### src/rtl/fetch_pkg.sv
// fetch_pkg: shared types and constants for the instruction fetch block.
//   fetch_state_t : fetch controller state encoding (IDLE, FETCH, FAULT)
//   INSTR_BYTES   : size of one instruction word in bytes (PC increment)
//   NOP_INSTR     : instruction presented to decode when nothing is buffered
package fetch_pkg;

    typedef enum logic [1:0] {
        IDLE  = 2'd0,
        FETCH = 2'd1,
        FAULT = 2'd2
    } fetch_state_t;

    localparam int          INSTR_BYTES = 4;
    localparam logic [31:0] NOP_INSTR   = 32'h0000_0013;

endpackage

### src/rtl/fetch_fifo.sv
// fetch_fifo: synchronous FIFO buffering fetched {pc, instruction} pairs.
// Ports:
//   clk   in  1           rising-edge clock
//   rst   in  1           asynchronous active-high reset (empties the FIFO)
//   flush in  1           synchronous flush; wins over push and pop
//   push  in  1           write wdata (ignored when full without a same-edge pop)
//   pop   in  1           drop head entry (ignored when empty)
//   wdata in  DATA_WIDTH  entry to write
//   rdata out DATA_WIDTH  head entry (meaningless while empty)
//   full  out 1           DEPTH entries stored
//   empty out 1           no entries stored
module fetch_fifo #(
    parameter int DATA_WIDTH = 96,
    parameter int DEPTH      = 2
) (
    input  logic                  clk,
    input  logic                  rst,
    input  logic                  flush,
    input  logic                  push,
    input  logic                  pop,
    input  logic [DATA_WIDTH-1:0] wdata,
    output logic [DATA_WIDTH-1:0] rdata,
    output logic                  full,
    output logic                  empty
);

    localparam int PTR_W = (DEPTH > 1) ? $clog2(DEPTH) : 1;
    localparam int CNT_W = PTR_W + 1;

    logic [DATA_WIDTH-1:0] mem_r [DEPTH];
    logic [PTR_W-1:0]      wr_ptr_r;
    logic [PTR_W-1:0]      rd_ptr_r;
    logic [CNT_W-1:0]      count_r;
    logic                  push_ok_s;
    logic                  pop_ok_s;

    assign full  = (count_r == CNT_W'(DEPTH));
    assign empty = (count_r == CNT_W'(0));
    assign rdata = mem_r[rd_ptr_r];

    // Qualify requests: a push into a full FIFO is only legal alongside a pop.
    always_comb begin
        pop_ok_s  = pop & ~empty;
        push_ok_s = push & (~full | pop_ok_s);
    end

    // Storage array; contents are don't-care until the pointers cover them.
    always_ff @(posedge clk) begin
        if (push_ok_s && !flush) begin
            mem_r[wr_ptr_r] <= wdata;
        end
    end

    // Pointers and occupancy; DEPTH is a power of two so pointers wrap naturally.
    always_ff @(posedge clk or posedge rst) begin
        if (rst) begin
            wr_ptr_r <= '0;
            rd_ptr_r <= '0;
            count_r  <= '0;
        end else if (flush) begin
            wr_ptr_r <= '0;
            rd_ptr_r <= '0;
            count_r  <= '0;
        end else begin
            if (push_ok_s) begin
                wr_ptr_r <= wr_ptr_r + PTR_W'(1);
            end
            if (pop_ok_s) begin
                rd_ptr_r <= rd_ptr_r + PTR_W'(1);
            end
            case ({push_ok_s, pop_ok_s})
                2'b10:   count_r <= count_r + CNT_W'(1);
                2'b01:   count_r <= count_r - CNT_W'(1);
                default: count_r <= count_r;
            endcase
        end
    end

endmodule

### src/rtl/instr_fetch.sv
// instr_fetch: sequential instruction fetch unit with redirect support and a
// small decoupling buffer towards decode.
// Build option: define INSTR_FETCH_MISALIGN_FAULT_EN to trap misaligned
// redirect targets in the FAULT state; otherwise targets are aligned down.
// Ports:
//   clk               in  1           rising-edge clock
//   rst               in  1           asynchronous active-high reset
//   imem_addr_out     out ADDR_WIDTH  fetch byte address (current pc)
//   imem_instr_in     in  32          instruction at imem_addr_out, same cycle
//   redirect_valid_in in  1           branch/jump redirect request
//   redirect_pc_in    in  ADDR_WIDTH  redirect target
//   instr_out         out 32          buffered head instruction (NOP if empty)
//   pc_out            out ADDR_WIDTH  address of instr_out (0 if empty)
//   valid_out         out 1           instr_out/pc_out valid
//   ready_in          in  1           decode accepts the head this edge
//   fault_out         out 1           misaligned redirect trapped
module instr_fetch
    import fetch_pkg::*;
#(
    parameter int                    ADDR_WIDTH = 64,
    parameter logic [ADDR_WIDTH-1:0] RESET_PC   = '0,
    parameter int                    FIFO_DEPTH = 2
) (
    input  logic                  clk,
    input  logic                  rst,
    output logic [ADDR_WIDTH-1:0] imem_addr_out,
    input  logic [31:0]           imem_instr_in,
    input  logic                  redirect_valid_in,
    input  logic [ADDR_WIDTH-1:0] redirect_pc_in,
    output logic [31:0]           instr_out,
    output logic [ADDR_WIDTH-1:0] pc_out,
    output logic                  valid_out,
    input  logic                  ready_in,
    output logic                  fault_out
);

    localparam int ENTRY_W = ADDR_WIDTH + 32;

    fetch_state_t          state_r;
    logic [ADDR_WIDTH-1:0] pc_r;
    logic                  push_s;
    logic                  pop_s;
    logic                  full_s;
    logic                  empty_s;
    logic                  misalign_s;
    logic [ADDR_WIDTH-1:0] target_s;
    logic [ENTRY_W-1:0]    head_s;

    // Redirect target handling: trap or silently align down.
    always_comb begin
`ifdef INSTR_FETCH_MISALIGN_FAULT_EN
        target_s   = redirect_pc_in;
        misalign_s = |redirect_pc_in[1:0];
`else
        target_s   = redirect_pc_in & ~ADDR_WIDTH'(INSTR_BYTES - 1);
        misalign_s = 1'b0;
`endif
    end

    // A redirect cancels both the same-edge pop and push.
    always_comb begin
        pop_s  = ~empty_s & ready_in & ~redirect_valid_in;
        push_s = (state_r == FETCH) & ~redirect_valid_in & (~full_s | pop_s);
    end

    // Fetch controller: redirect overrides everything, then per-state behaviour.
    always_ff @(posedge clk or posedge rst) begin
        if (rst) begin
            state_r <= IDLE;
            pc_r    <= RESET_PC;
        end else if (redirect_valid_in) begin
            if (misalign_s) begin
                state_r <= FAULT;
                pc_r    <= pc_r;
            end else begin
                state_r <= FETCH;
                pc_r    <= target_s;
            end
        end else begin
            case (state_r)
                IDLE: begin
                    state_r <= FETCH;
                end
                FETCH: begin
                    if (push_s) begin
                        pc_r <= pc_r + ADDR_WIDTH'(INSTR_BYTES);
                    end
                end
                FAULT: begin
                    state_r <= FAULT;
                end
                default: begin
                    state_r <= IDLE;
                    pc_r    <= RESET_PC;
                end
            endcase
        end
    end

    fetch_fifo #(
        .DATA_WIDTH (ENTRY_W),
        .DEPTH      (FIFO_DEPTH)
    ) u_fifo (
        .clk   (clk),
        .rst   (rst),
        .flush (redirect_valid_in),
        .push  (push_s),
        .pop   (pop_s),
        .wdata ({pc_r, imem_instr_in}),
        .rdata (head_s),
        .full  (full_s),
        .empty (empty_s)
    );

    assign imem_addr_out = pc_r;
    assign valid_out     = ~empty_s;
    assign instr_out     = empty_s ? NOP_INSTR : head_s[31:0];
    assign pc_out        = empty_s ? '0 : head_s[ENTRY_W-1:32];

`ifdef INSTR_FETCH_MISALIGN_FAULT_EN
    assign fault_out = (state_r == FAULT);
`else
    assign fault_out = 1'b0;
`endif

endmodule
### config.mk
export PLATFORM = sky130hd
export DESIGN_NAME = instr_fetch
export DESIGN_NICKNAME = d
export VERILOG_FILES = /design/src/rtl/fetch_pkg.sv /design/src/rtl/fetch_fifo.sv /design/src/rtl/instr_fetch.sv
export SDC_FILE = /design/constraint.sdc
export NUM_CORES = 1
export LEC_CHECK = 0
export CAP_MARGIN = 20
export CORE_MARGIN = 1.5
export CORE_UTILIZATION = 55
export DETAILED_ROUTE_END_ITERATION = 8
export PLACE_DENSITY_LB_ADDON = 0.1
export SETUP_SLACK_MARGIN = 0.02
export SYNTH_ARGS = -nofsm -noshare
export SYNTH_HDL_FRONTEND = slang
export SYNTH_SLANG_ARGS = --single-unit
export TNS_END_PERCENT = 20
### constraint.sdc
create_clock -name clk -period 11.7 [get_ports clk]
set_input_delay 3.51 -clock clk [delete_from_list [all_inputs] [get_ports clk]]
set_output_delay 3.51 -clock clk [all_outputs]
set_load 0.005 [all_outputs]
==> results list <==
- Status: complete, no violations
* Critical Path Start Type: flop
- Final count of pins violating max slew: 0
- Post-synthesis share of cell area spent on xor and xnor gates: less than 1%
- The number of hold-slack violations in the final timing report came to 0.
- After filler insertion, the fill cell instance count of the layout stands at about 1400.
* Setup slack on the worst flop-to-flop path: just over 8 ns
* Async set or reset register ratio after synthesis: between 20% and 30%
- Post-synthesis simple-gate area fraction: between 10% and 20%
* Power per standard cell area: 155 mW/mm2
* Root cell of the clock tree: sky130_fd_sc_hd__clkbuf_16
- Setup WS pre-CTS: ~4.6 ns
- Setup violations remaining at the end of the flow were counted as 0.
- After synthesis, the mean cell area works out to approximately 12 um2.
- Vias: 8866
- The number of different library cells used by synthesis comes to slightly below 60.
- CTS built an H-tree with a depth of 1.
* Area of the placeable core: just over 0.02 mm2
* Critical path peak fanout: between 50 and 60
- Data arrives at the worst endpoint at about 3.2 ns.
* Adder-Cell Fraction of Synth Area: less than 1%
- Number of input and output port buffers inserted: around 250
- TritonCTS clock tree: built
- Across the VDD grid, the largest voltage drop is roughly 0.14 mV.
- All-layer global routing usage: 26.7%
* Ranking of synthesized cells by instance count: sky130_fd_sc_hd__edfxtp_1 (188), sky130_fd_sc_hd__nor2_1 (121), sky130_fd_sc_hd__mux2i_1 (99), sky130_fd_sc_hd__nand2_1 (70), sky130_fd_sc_hd__dfrtp_1 (68)
- Worst-path clk slew: approximately 0.070 ns
- Transition time at the pin with the least slew margin: around 1.1 ns
- The number of setup buffers added after CTS is 0.
- The tightest min-delay check is of the flop to flop type.
- For this configuration, the core starts out at a cell density of about 56%.
- Fraction of post-synthesis cell area in the top cell type by area: about half
* Main area contributors after synthesis: sky130_fd_sc_hd__edfxtp_1 (49%), sky130_fd_sc_hd__dfrtp_1 (15%), sky130_fd_sc_hd__mux2i_1 (8.6%)
- Resized cells post-CTS: 0
- After detailed placement, the total cell area comes to ~0.014 mm2.
- For the final routed database, the setup TNS stands at 0 ns.
- Clock latency of the later-clocked register in the worst-skew pair: around 0.54 ns
- Layout Area Growth over Synthesis: 32.4%
- Counting along the longest clock path gives a buffer depth of 3.
* Die width: 148 um
* Cell total after placement: around 1400
* Reg power frac: between 40% and 50%
* Final antenna-violating net count: 0
* Critical path endpoint category: output port
* Fin area: between 0.015 and 0.02 mm2
- The number of clock buffers added by TritonCTS is 27.
- Setup repair after global routing left no endpoint under its margin.
- Max-slew headroom: between 20% and 30%
- The most critical setup path has its endpoint at instr_out[26].
- Placement row count: between 50 and 60
- Sequential elements use ~64% of the synthesized area.
* Highest attainable clock frequency: roughly 150 MHz
- DRC violations left: 0
* Count of cell instances traversed by the critical path: 4
* Final period util: 57.6%
* Final RePlAce weighted congestion: ~0.85
- Final non-filler cell total: between 1000 and 1500
- Entering global routing, the biggest net connects 93 pins.
- Clock tree synthesis found a total of 256 sinks.
* Count of maximum capacitance violations: 0
- Traced cell by cell, the critical path runs through buf_4 -> mux2i_1 -> nor2_1 -> clkdlybuf4s50_1.
- Of the cells placed in the final design, the portion with a size suffix greater than 1 is between 6 and 7%.
- Combinational cell fraction of total power: between 10% and 20%
- Summed over all instances, the cell type with the most area after synthesis is sky130_fd_sc_hd__edfxtp_1.
- Overall die area: roughly 0.022 mm2
* Time the final worst path needs with I/O delays and setup: 6.73 ns
- In the final routed layout, each cell accounts on average for 20.2 um.
* Critical path data required time: 8.19 ns
- Detailed-placement wirelength estimate: between 15 and 20 mm
- The number of global-route vias before repair was 8504.
- Post-synthesis register bit count: 256
- Across all setup checks in the final design, the least slack found is 4.97 ns.
- I/O pin cnt: 262
* Final net count: 1292
* Initial DRT Pass Iterations: 5
* Compound-cell area share of the yosys netlist: about 9.2%
- Family of cells with the greatest summed delay on the critical path: buffers and inverters
* Vias per inst: between 5 and 6
- The number of antenna violations at the first check in global routing came to 0.
- Of the total power, the share spent switching nets is 23.9%.
- For this design the static power due to leakage is 0.00526 uW.
- The internal portion of the total power is roughly 1800 uW.
- After the first detailed-routing iteration, the DRC count stood at about 700.
- Among all flip-flop cells after synthesis, the most frequent one is sky130_fd_sc_hd__edfxtp_1.
- Kind of critical path: flop to output port
* Global route total overflow: 0
- The number of hold buffers added after CTS was 0.
* Worst path buffer plus inverter count: 2
- For this design the total switching power over the nets is between 500 and 600 uW.
- Antenna diode instance count: 0
- Max Clock Skew: approximately 0.012 ns
- The worst register-to-register path ends at u_fifo.mem_r[0][43]$_DFFE_PP_.
- Synth warnings: 0
- Mapped Cells: approximately 960
* Critical path launch point: u_fifo.rd_ptr_r$_DFFE_PP0P_
- Fraction of power consumed by the clock network: between 30% and 40%
- After synthesis, the largest family of logic cells by area is simple AND/OR/NAND/NOR gates.
- The worst register-to-register path begins at u_fifo.count_r[1]$_DFFE_PP0P_.
* Critical Path Max Stage Delay: 0.88 ns
* Length in cells of the worst reg-to-reg path: 4
- Synthesized area: approximately 0.012 mm2
* Drt total wl: between 20 and 30 mm
- For this design, the slowest cell found on the critical path is sky130_fd_sc_hd__dfrtp_4.
* Cell with the most instances after synthesis: sky130_fd_sc_hd__edfxtp_1
- Of the post-synthesis cell area, the part taken by muxes is around 8.6%.
- Die Y: ~150 um
* Number of enable-type register cells in the synthesized netlist: around 190
* Global-route wire length before repair: between 40 and 50 mm
## stage by stage
step	util, %	total power [uW]	hold slack (ns)
6_report	74.8	2370	0.481
5_1_grt	74.8	2450	0.502
3_5_place_dp	69.9	1470	0.477
3_3_place_gp	69.9	1460	0.463
4_1_cts	74.6	2380	0.480
2_1_floorplan	-	1280	0.450
## registers in the layout, indices dropped and copies added (netlist names)
signal	cells
u_fifo.rd_ptr_r	1
state_r	2
u_fifo.count_r	2
u_fifo.mem_r	188
u_fifo.wr_ptr_r	1
imem_addr_out	62
## cell usage in the layout, fill, tap and decap left out, types with 4 or more instances in the layout
cell type,instances
sky130_fd_sc_hd__nand3_1,47
sky130_fd_sc_hd__or4_1,12
sky130_fd_sc_hd__edfxtp_1,188
sky130_fd_sc_hd__o311ai_0,11
sky130_fd_sc_hd__clkbuf_1,7
sky130_fd_sc_hd__bufinv_16,6
sky130_fd_sc_hd__inv_1,10
sky130_fd_sc_hd__a22oi_1,18
sky130_fd_sc_hd__a21oi_1,15
sky130_fd_sc_hd__o2bb2ai_1,4
sky130_fd_sc_hd__and4_1,6
sky130_fd_sc_hd__buf_4,12
sky130_fd_sc_hd__or3_1,5
sky130_fd_sc_hd__nand4_1,23
sky130_fd_sc_hd__dfrtp_1,67
sky130_fd_sc_hd__o21ai_0,47
sky130_fd_sc_hd__a221o_1,4
sky130_fd_sc_hd__o211ai_1,22
sky130_fd_sc_hd__mux2i_1,99
sky130_fd_sc_hd__clkbuf_16,27
sky130_fd_sc_hd__and3_1,9
sky130_fd_sc_hd__nor2_1,119
sky130_fd_sc_hd__nor4_1,19
sky130_fd_sc_hd__nand2b_1,5
sky130_fd_sc_hd__and2_1,12
sky130_fd_sc_hd__nor3_1,15
sky130_fd_sc_hd__conb_1,5
sky130_fd_sc_hd__a31oi_1,7
sky130_fd_sc_hd__nand2_1,70
sky130_fd_sc_hd__clkdlybuf4s50_1,253
sky130_fd_sc_hd__a32oi_1,5
## power groups by stage
stage                     clock [uW]  sequential, uW  combinational (uW)
after global routing             960            1150                 344
after CTS                        925            1140                 317
after global placement             0            1150                 310
after detailed placement           0            1160                 316
final                            911            1140                 316
after floorplan                    0            1130                 151
## worst min path at each step
stage | startpoint | endpoint | slack, ns | cells past startpoint
6_report | state_r[0]$_DFFE_PP0P_ | state_r[1]$_DFFE_PP0P_ | 0.48 | 1
3_5_place_dp | state_r[0]$_DFFE_PP0P_ | state_r[1]$_DFFE_PP0P_ | 0.48 | 1
3_3_place_gp | state_r[0]$_DFFE_PP0P_ | state_r[1]$_DFFE_PP0P_ | 0.46 | 1
4_1_cts | state_r[0]$_DFFE_PP0P_ | state_r[1]$_DFFE_PP0P_ | 0.48 | 1
2_1_floorplan | state_r[0]$_DFFE_PP0P_ | state_r[1]$_DFFE_PP0P_ | 0.45 | 1
5_1_grt | state_r[0]$_DFFE_PP0P_ | state_r[1]$_DFFE_PP0P_ | 0.50 | 1
## final cells by class
type	instances	area, um2	area share (%)
inverter	11	41.3	0.270
clock inverter	16	254	1.66
sequential	256	7350	48.1
clock buffer	34	702	4.59
tap	270	338	2.21
timing repair buffer	269	2670	17.4
multi-input combinational	626	3930	25.7
## metal layers
metal	vias to the layer above	part of all wire, %	GRT usage [%]
li1	4114	-	-
met1	4293	41	36.7
met2	402	48	43.2
met3	57	8.6	5.06
met4	0	2.8	8.51
met5	-	0	0
## kinds of logic (layout without fill, tap and decap cells)
family / Yosys count / count (layout)
AOI/OAI and AO/OA: 155 / 155
xor gates and xnor gates: 3 / 3
adders and majority gates: 1 / 1
buffers and inverters: 78 / 330
DFF: 256 / 256
muxes: 99 / 99
other: 1 / 5
and+or+nand+nor: 363 / 363
No activity file was read; power rests on OpenSTA's default activity.
